`config.mk`:
```
export PLATFORM = sky130hd
export DESIGN_NAME = exmem_arbiter
export DESIGN_NICKNAME = d
export VERILOG_FILES = /design/src/rtl/exmem_pkg.sv /design/src/rtl/rr_pick2.sv /design/src/rtl/exmem_arbiter.sv
export SDC_FILE = /design/constraint.sdc
export NUM_CORES = 1
export LEC_CHECK = 0
export BUFFER_PORTS_ARGS = -buffer_cell sky130_fd_sc_hd__buf_2
export CAP_MARGIN = 5
export CORE_AREA = 3 3 122 124
export DETAILED_ROUTE_END_ITERATION = 8
export DIE_AREA = 0 0 125 127
export GPL_TIMING_DRIVEN = 0
export PLACE_DENSITY = 0.59
export SLEW_MARGIN = 20
export SYNTH_ARGS = -nofsm -noshare
export SYNTH_HDL_FRONTEND = slang
export SYNTH_SLANG_ARGS = --single-unit
```
`constraint.sdc`:
```
create_clock -name wb_clk_i -period 1.44 [get_ports wb_clk_i]
set_input_delay 0.072 -clock wb_clk_i [delete_from_list [all_inputs] [get_ports wb_clk_i]]
set_output_delay 0.072 -clock wb_clk_i [all_outputs]
set_load 0.01 [all_outputs]
```
`src/rtl/exmem_pkg.sv`:
```
// Shared definitions for the exmem arbiter slice.
// Provides the arbiter FSM encoding, the exmem address base, request field
// widths and the packed request payload that is muxed onto the slave port.
package exmem_pkg;

  localparam int unsigned ADR_W = 32;
  localparam int unsigned DAT_W = 32;
  localparam int unsigned SEL_W = 4;

  localparam logic [ADR_W-1:0] EXMEM_BASE = 32'h3800_0000;

  typedef enum logic [1:0] {
    IDLE  = 2'd0,
    GRANT = 2'd1,
    TURN  = 2'd2,
    DRAIN = 2'd3
  } arb_state_e;

  // One requester's view of the slave request port.
  typedef struct packed {
    logic             valid;
    logic             we;
    logic [SEL_W-1:0] sel;
    logic [DAT_W-1:0] dat;
    logic [ADR_W-1:0] adr;
  } exmem_req_t;

endpackage

```
`src/rtl/rr_pick2.sv`:
```
// Combinational two-way picker: round-robin against the last owner, or
// fixed priority to requester 0 when fixed_i is set.
// Ports:
//   req_i[1:0] request vector (bit n = requester n)
//   last_i     requester that owned the previous transaction
//   fixed_i    1 = requester 0 always wins a tie
//   gnt_o      some requester is asking
//   gnt_id_o   index of the chosen requester (valid when gnt_o)
module rr_pick2 (
  input  logic [1:0] req_i,
  input  logic       last_i,
  input  logic       fixed_i,
  output logic       gnt_o,
  output logic       gnt_id_o
);

  always_comb begin
    gnt_o    = |req_i;
    gnt_id_o = 1'b0;
    if (req_i == 2'b11) begin
      gnt_id_o = fixed_i ? 1'b0 : ~last_i;
    end else begin
      gnt_id_o = req_i[1];
    end
  end

endmodule

```
`src/rtl/exmem_arbiter.sv`:
```
// Two-requester arbiter in front of the exmem slave. Grants one owner per
// transaction, passes its request straight through to the slave, routes the
// slave ack/data back to the owner only, inserts a one-cycle turnaround and
// aborts hung transactions with an error pulse followed by a drain period.
// Ports:
//   wb_clk_i, wb_rst_i      clock, synchronous active-high reset
//   m0_* / m1_*             requester ports (valid/we/sel/dat/adr in,
//                           ack/err/dat out)
//   s_*                     exmem slave port
//   busy                    registered, high whenever the arbiter is not idle
//   owner                   registered, current or last granted requester
module exmem_arbiter
  import exmem_pkg::*;
#(
  parameter int unsigned TIMEOUT    = 32,
  parameter int unsigned DRAIN_CYC  = 12,
  parameter int unsigned FIXED_PRIO = 0
) (
  input  logic        wb_clk_i,
  input  logic        wb_rst_i,
  input  logic        m0_valid,
  input  logic        m0_we,
  input  logic [3:0]  m0_sel,
  input  logic [31:0] m0_dat_i,
  input  logic [31:0] m0_adr_i,
  output logic        m0_ack_o,
  output logic        m0_err_o,
  output logic [31:0] m0_dat_o,
  input  logic        m1_valid,
  input  logic        m1_we,
  input  logic [3:0]  m1_sel,
  input  logic [31:0] m1_dat_i,
  input  logic [31:0] m1_adr_i,
  output logic        m1_ack_o,
  output logic        m1_err_o,
  output logic [31:0] m1_dat_o,
  output logic        s_valid,
  output logic        s_we,
  output logic [3:0]  s_sel,
  output logic [31:0] s_dat_o,
  output logic [31:0] s_adr_o,
  input  logic        s_ack_i,
  input  logic [31:0] s_dat_i,
  output logic        busy,
  output logic        owner
);

  localparam int unsigned TW = $clog2(TIMEOUT + 1);
  localparam int unsigned DW = $clog2(DRAIN_CYC + 1);

  arb_state_e    state_q, state_d;
  logic          owner_q, owner_d;
  logic          rr_last_q, rr_last_d;
  logic          busy_q;
  logic [TW-1:0] tcnt_q, tcnt_d;
  logic [DW-1:0] dcnt_q, dcnt_d;
  logic          err_c;
  logic          pick_gnt, pick_id;
  logic          in_grant;
  exmem_req_t    m0_req, m1_req, own_req;

  assign m0_req  = '{valid: m0_valid, we: m0_we, sel: m0_sel, dat: m0_dat_i, adr: m0_adr_i};
  assign m1_req  = '{valid: m1_valid, we: m1_we, sel: m1_sel, dat: m1_dat_i, adr: m1_adr_i};
  assign own_req = owner_q ? m1_req : m0_req;
  assign in_grant = (state_q == GRANT);

  rr_pick2 u_pick (
    .req_i    ({m1_valid, m0_valid}),
    .last_i   (rr_last_q),
    .fixed_i  (FIXED_PRIO != 0),
    .gnt_o    (pick_gnt),
    .gnt_id_o (pick_id)
  );

  // State register.
  always_ff @(posedge wb_clk_i) begin
    if (wb_rst_i) begin
      state_q   <= IDLE;
      owner_q   <= 1'b0;
      rr_last_q <= 1'b1;
      tcnt_q    <= '0;
      dcnt_q    <= '0;
      busy_q    <= 1'b0;
    end else begin
      state_q   <= state_d;
      owner_q   <= owner_d;
      rr_last_q <= rr_last_d;
      tcnt_q    <= tcnt_d;
      dcnt_q    <= dcnt_d;
      busy_q    <= (state_d != IDLE);
    end
  end

  // Next-state logic. In GRANT an ack beats both abandon and timeout.
  always_comb begin
    state_d   = state_q;
    owner_d   = owner_q;
    rr_last_d = rr_last_q;
    tcnt_d    = tcnt_q;
    dcnt_d    = dcnt_q;
    err_c     = 1'b0;
    unique case (state_q)
      IDLE: begin
        if (pick_gnt) begin
          owner_d = pick_id;
          tcnt_d  = '0;
          state_d = GRANT;
        end
      end
      GRANT: begin
        if (s_ack_i) begin
          rr_last_d = owner_q;
          state_d   = TURN;
        end else if (!own_req.valid) begin
          // Owner walked away mid-transaction: no err, just flush the slave.
          rr_last_d = owner_q;
          dcnt_d    = '0;
          state_d   = DRAIN;
        end else if (tcnt_q == TW'(TIMEOUT - 1)) begin
          err_c     = 1'b1;
          rr_last_d = owner_q;
          dcnt_d    = '0;
          state_d   = DRAIN;
        end else begin
          tcnt_d = tcnt_q + TW'(1);
        end
      end
      TURN: begin
        state_d = IDLE;
      end
      DRAIN: begin
        if (dcnt_q == DW'(DRAIN_CYC - 1)) begin
          state_d = IDLE;
        end else begin
          dcnt_d = dcnt_q + DW'(1);
        end
      end
      default: begin
        state_d = IDLE;
      end
    endcase
  end

  // Slave passthrough and response routing; everything is zero outside GRANT,
  // so acks seen during TURN/DRAIN/IDLE never reach a requester.
  always_comb begin
    s_valid  = 1'b0;
    s_we     = 1'b0;
    s_sel    = '0;
    s_dat_o  = '0;
    s_adr_o  = '0;
    m0_ack_o = 1'b0;
    m0_err_o = 1'b0;
    m0_dat_o = '0;
    m1_ack_o = 1'b0;
    m1_err_o = 1'b0;
    m1_dat_o = '0;
    if (in_grant) begin
      s_valid = own_req.valid;
      s_we    = own_req.we;
      s_sel   = own_req.sel;
      s_dat_o = own_req.dat;
      s_adr_o = own_req.adr;
      if (owner_q) begin
        m1_ack_o = s_ack_i;
        m1_err_o = err_c;
        m1_dat_o = s_dat_i;
      end else begin
        m0_ack_o = s_ack_i;
        m0_err_o = err_c;
        m0_dat_o = s_dat_i;
      end
    end
  end

  assign busy  = busy_q;
  assign owner = owner_q;

endmodule

```
==> flow_metrics.py <==
metrics = {
    "outcome": {
        "outcome": "finished, violations left",
        "violations": "negative setup slack",
    },
    "clock_network": {
        "clk_pin_slew_worst_paths_ps": 50,
        "clock_latency_ps": 240,
        "cts-root-buf": "clkbuf_16",
        "cts_buffers": 3,
        "cts_htree_levels": 1,
        "clockBufferDepth": 2,
        "hold_buffers": 0,
        "cts.sinks": 15,
        "tritoncts": "built",
    },
    "grt": {
        "grt_pass1_wl_mm": 20.8,
        "use_met2_pct": 29.8,
        "grtUsageTotal_pct": 16.0,
        "grt.met1_usage_pct": 18.6,
        "antenna_found_initial": 1,
        "top_usage_layer": "met2",
        "grt_pass1_vias": 3876,
        "grtUsageMet3_pct": 2.55,
        "grt_max_degree": 11,
        "grt_remaining_overflow": 0,
    },
    "logic_synthesis": {
        "synth-xor-area-share_pct": 0,
        "muxShareOfSynthArea_pct": 32.7,
        "synthAdderAreaFrac_pct": 1.10,
        "synth_cell_type_count": 32,
        "synth_compound_area_share_pct": 6.06,
        "ys.flop_type": "dfxtp_1",
        "synthesis.area_um2": 2270,
        "synth_seq_cells": 15,
        "async_flop_share_pct": 0,
        "synth_cells": 332,
        "syn_nets": 509,
        "synth_edf_count": 0,
        "synth_top_family_by_area": "simple AND/OR/NAND/NOR gates",
        "synth-simple-area-share_pct": 40.3,
        "synth_warnings": 0,
        "avgSynthCellArea_um2": 6.84,
        "ys_seq_area_share_pct": 13.2,
    },
    "power": {
        "p_sw_share_pct": 37.3,
        "pwr-share-comb_pct": 69.5,
        "p_int_mw": 2.02,
        "seq_power_share_pct": 13.9,
        "power_mw": 3.22,
        "cellPowerDensity_nw_per_um2": 537,
        "p_sw_mw": 1.20,
        "leakagePower_nw": 2.95,
        "vdd_drop_max_mv": 0.339,
        "clock_power_share_pct": 16.6,
    },
    "sta": {
        "finalWorstSetupSlack_ps": -166,
        "whs_ps": 148,
        "fin_crit_ps": 1610,
        "rsz0062_at_grt": "yes",
        "skew_ps": 1.35,
        "setup_viol": 141,
        "drv_slew": 0,
        "finalSetupTns_ps": -11770,
        "hold_viol_final": 0,
        "slew_headroom_pct": 51.5,
        "fmax_mhz": 623,
        "worst_pin_slew_ps": 727,
        "fin_crit_sh_pct": 112,
    },
    "worst_setup_path": {
        "path_class": "reg -> out",
        "critPathMaxFanout": 8,
        "crit_buf_inv": 6,
        "cp.arrival_ps": 1530,
        "ff2ff_path_depth": 6,
        "r2r-start": "tcnt_q[1]",
        "cp_num_cells": 7,
        "timing.rr.end": "tcnt_q[0]",
        "cp_top_family": "buffers and inverters",
        "endpoint_kind": "output port",
        "crit_path_max_incr_delay_ps": 330,
        "endpoint": "m1_dat_o[17]",
        "slowest_stage": "dfxtp_2",
        "cp_common_cell": "buf_12",
        "reg2reg_slack_ps": -160,
        "cp_cell_sequence": "buf_12 > buf_12 > buf_4 > buf_6 > buf_8 > and3_1 > buf_2",
        "worstSetupStartpointType": "flop",
        "worstPathRequired_ps": 1370,
        "cp-startpoint": "owner",
    },
    "layout": {
        "stdcell_count": 871,
        "nFillCells": 1345,
        "diodes": 0,
        "fin_nets": 869,
        "syn2layout_area_growth_pct": 164,
        "drive_gt1_share_pct": 73.8,
    },
    "floorplanning": {
        "die_w_um": 125,
        "core_um2": 13900,
        "pin_count": 315,
        "start_util_pct": 16.4,
        "rows": 43,
        "die-area_um2": 15900,
        "die_h_um": 127,
    },
    "route": {
        "route.detailed.drc": 0,
        "post_drt_wl_per_cell_um": 17.9,
        "wirelength_mm": 15.6,
        "viasPerCell": 4.57,
        "first_iter_violations": 109,
        "vias": 3980,
        "ant_nets": 0,
        "firstDrtPassIters": 4,
    },
    "placement": {
        "dp_hpwl_mm": 11.0,
        "gp_congestion": 0.855,
        "dp_cells": 825,
        "port_buffers": 313,
        "place_ws_ps": -579,
    },
    "run": {
        "maxCapViolations": 0,
    },
    "hold_path": {
        "hold_class": "in -> reg",
    },
}
worst min path at each step:
stage | start | to | slack, ps | cells past startpoint
after global routing | wb_rst_i | dcnt_q[0] | 160 | 3
after floorplan | m1_valid | owner | 240 | 2
after CTS | wb_rst_i | dcnt_q[0] | 140 | 3
final | wb_rst_i | dcnt_q[0] | 150 | 3
after global placement | wb_rst_i | dcnt_q[0] | 400 | 3
after detailed placement | wb_rst_i | dcnt_q[0] | 400 | 3
worst register-to-register path, cell delays in order (launching register included):
cell and delay [ps]:
dfxtp_2 330, ha_4 160, nor2b_4 130, buf_6 120
a211o_4 350, o2bb2ai_2 130, mux2_4 270
cell families after synthesis:
group           count (synthesis)
simple gates                  183
mux                            74
buf+inv                        38
compound gates                 20
flops                          15
fa+ha+maj                       2
cell usage after synthesis, types with 2 or more instances:
cell type,number,share of area (%)
nor4_1,3,0.83
ha_1,2,1.1
nor2_1,78,13
dfxtp_1,15,13
mux2i_1,73,32
nand2_1,15,2.5
buf_2,7,1.5
inv_1,4,0.66
nor2b_1,2,0.55
nand2b_1,3,0.83
or3_1,2,0.55
nand3_1,5,1.1
and3_1,69,19
a21oi_1,5,1.1
o21ai_0,4,0.88
o311ai_0,2,0.77
clkbuf_1,23,3.8
a211oi_1,3,0.99
buf_1,4,0.66
sequential cells by signal (all words and copies together), names as in the netlist:
name       cells
dcnt_q         4
busy           1
state_q        2
tcnt_q         6
owner          1
rr_last_q      1
layout by cell type (no fill, tap or decap), drive strengths merged, types with 2 or more instances in the layout:
cell type  synthesis  routed
a211oi             3       3
a21oi              5       5
and3              69      69
buf               11     373
clkbuf            23      19
dfxtp             15      15
ha                 2       2
inv                4       3
mux2i             73      73
nand2             15      15
nand2b             4       4
nand3              5       5
nor2              78      78
nor2b              2       2
nor4               3       3
o21ai              4       4
o311ai             2       2
or3                2       2
power groups by stage:
stage | logic, mW | clock network (mW) | registers (mW)
floorplan | 0.720 | 0 | 0.448
finish | 2.24 | 0.535 | 0.447
detailed placement | 1.39 | 0 | 0.447
CTS | 1.95 | 0.551 | 0.444
global placement | 1.38 | 0 | 0.448
global route | 2.38 | 0.564 | 0.450
repair_timing:
action	in CTS	in global routing
pin swaps	53	17
endpoints found under the setup margin	149	150
setup buffers	23	5
hold endpoints to repair	0	0
resized for setup	192	147
cloned	13	5
metrics by stage:
| stage | utilization [%] | instance area [um^2] |
|---|---|---|
| after detailed placement | 29.4 | 4080 |
| final | 43.2 | 6000 |
| after floorplan | - | 2290 |
| after CTS | 38.3 | 5320 |
| after global placement | 29.4 | 4080 |
| after global routing | 43.2 | 6000 |
metal layers:
layer,wire [um],vias to the layer above
met1,5700,1793
met3,1090,43
li1,-,1891
met2,8030,251
met5,13,-
met4,726,2
final cells by class:
cell class	instances	area [um^2]	share of cell area (%)
Sequential cell	15	307	5.11
Inverter	4	18.8	0.313
Multi-Input combinational cell	279	2410	40.2
Tap cell	180	225	3.75
Buffer	33	498	8.30
Timing Repair Buffer	356	2460	41.0
Clock inverter	1	5.00	0.0834
Clock buffer	3	75.1	1.25
Note: power is estimated with default switching activity, not from simulation.
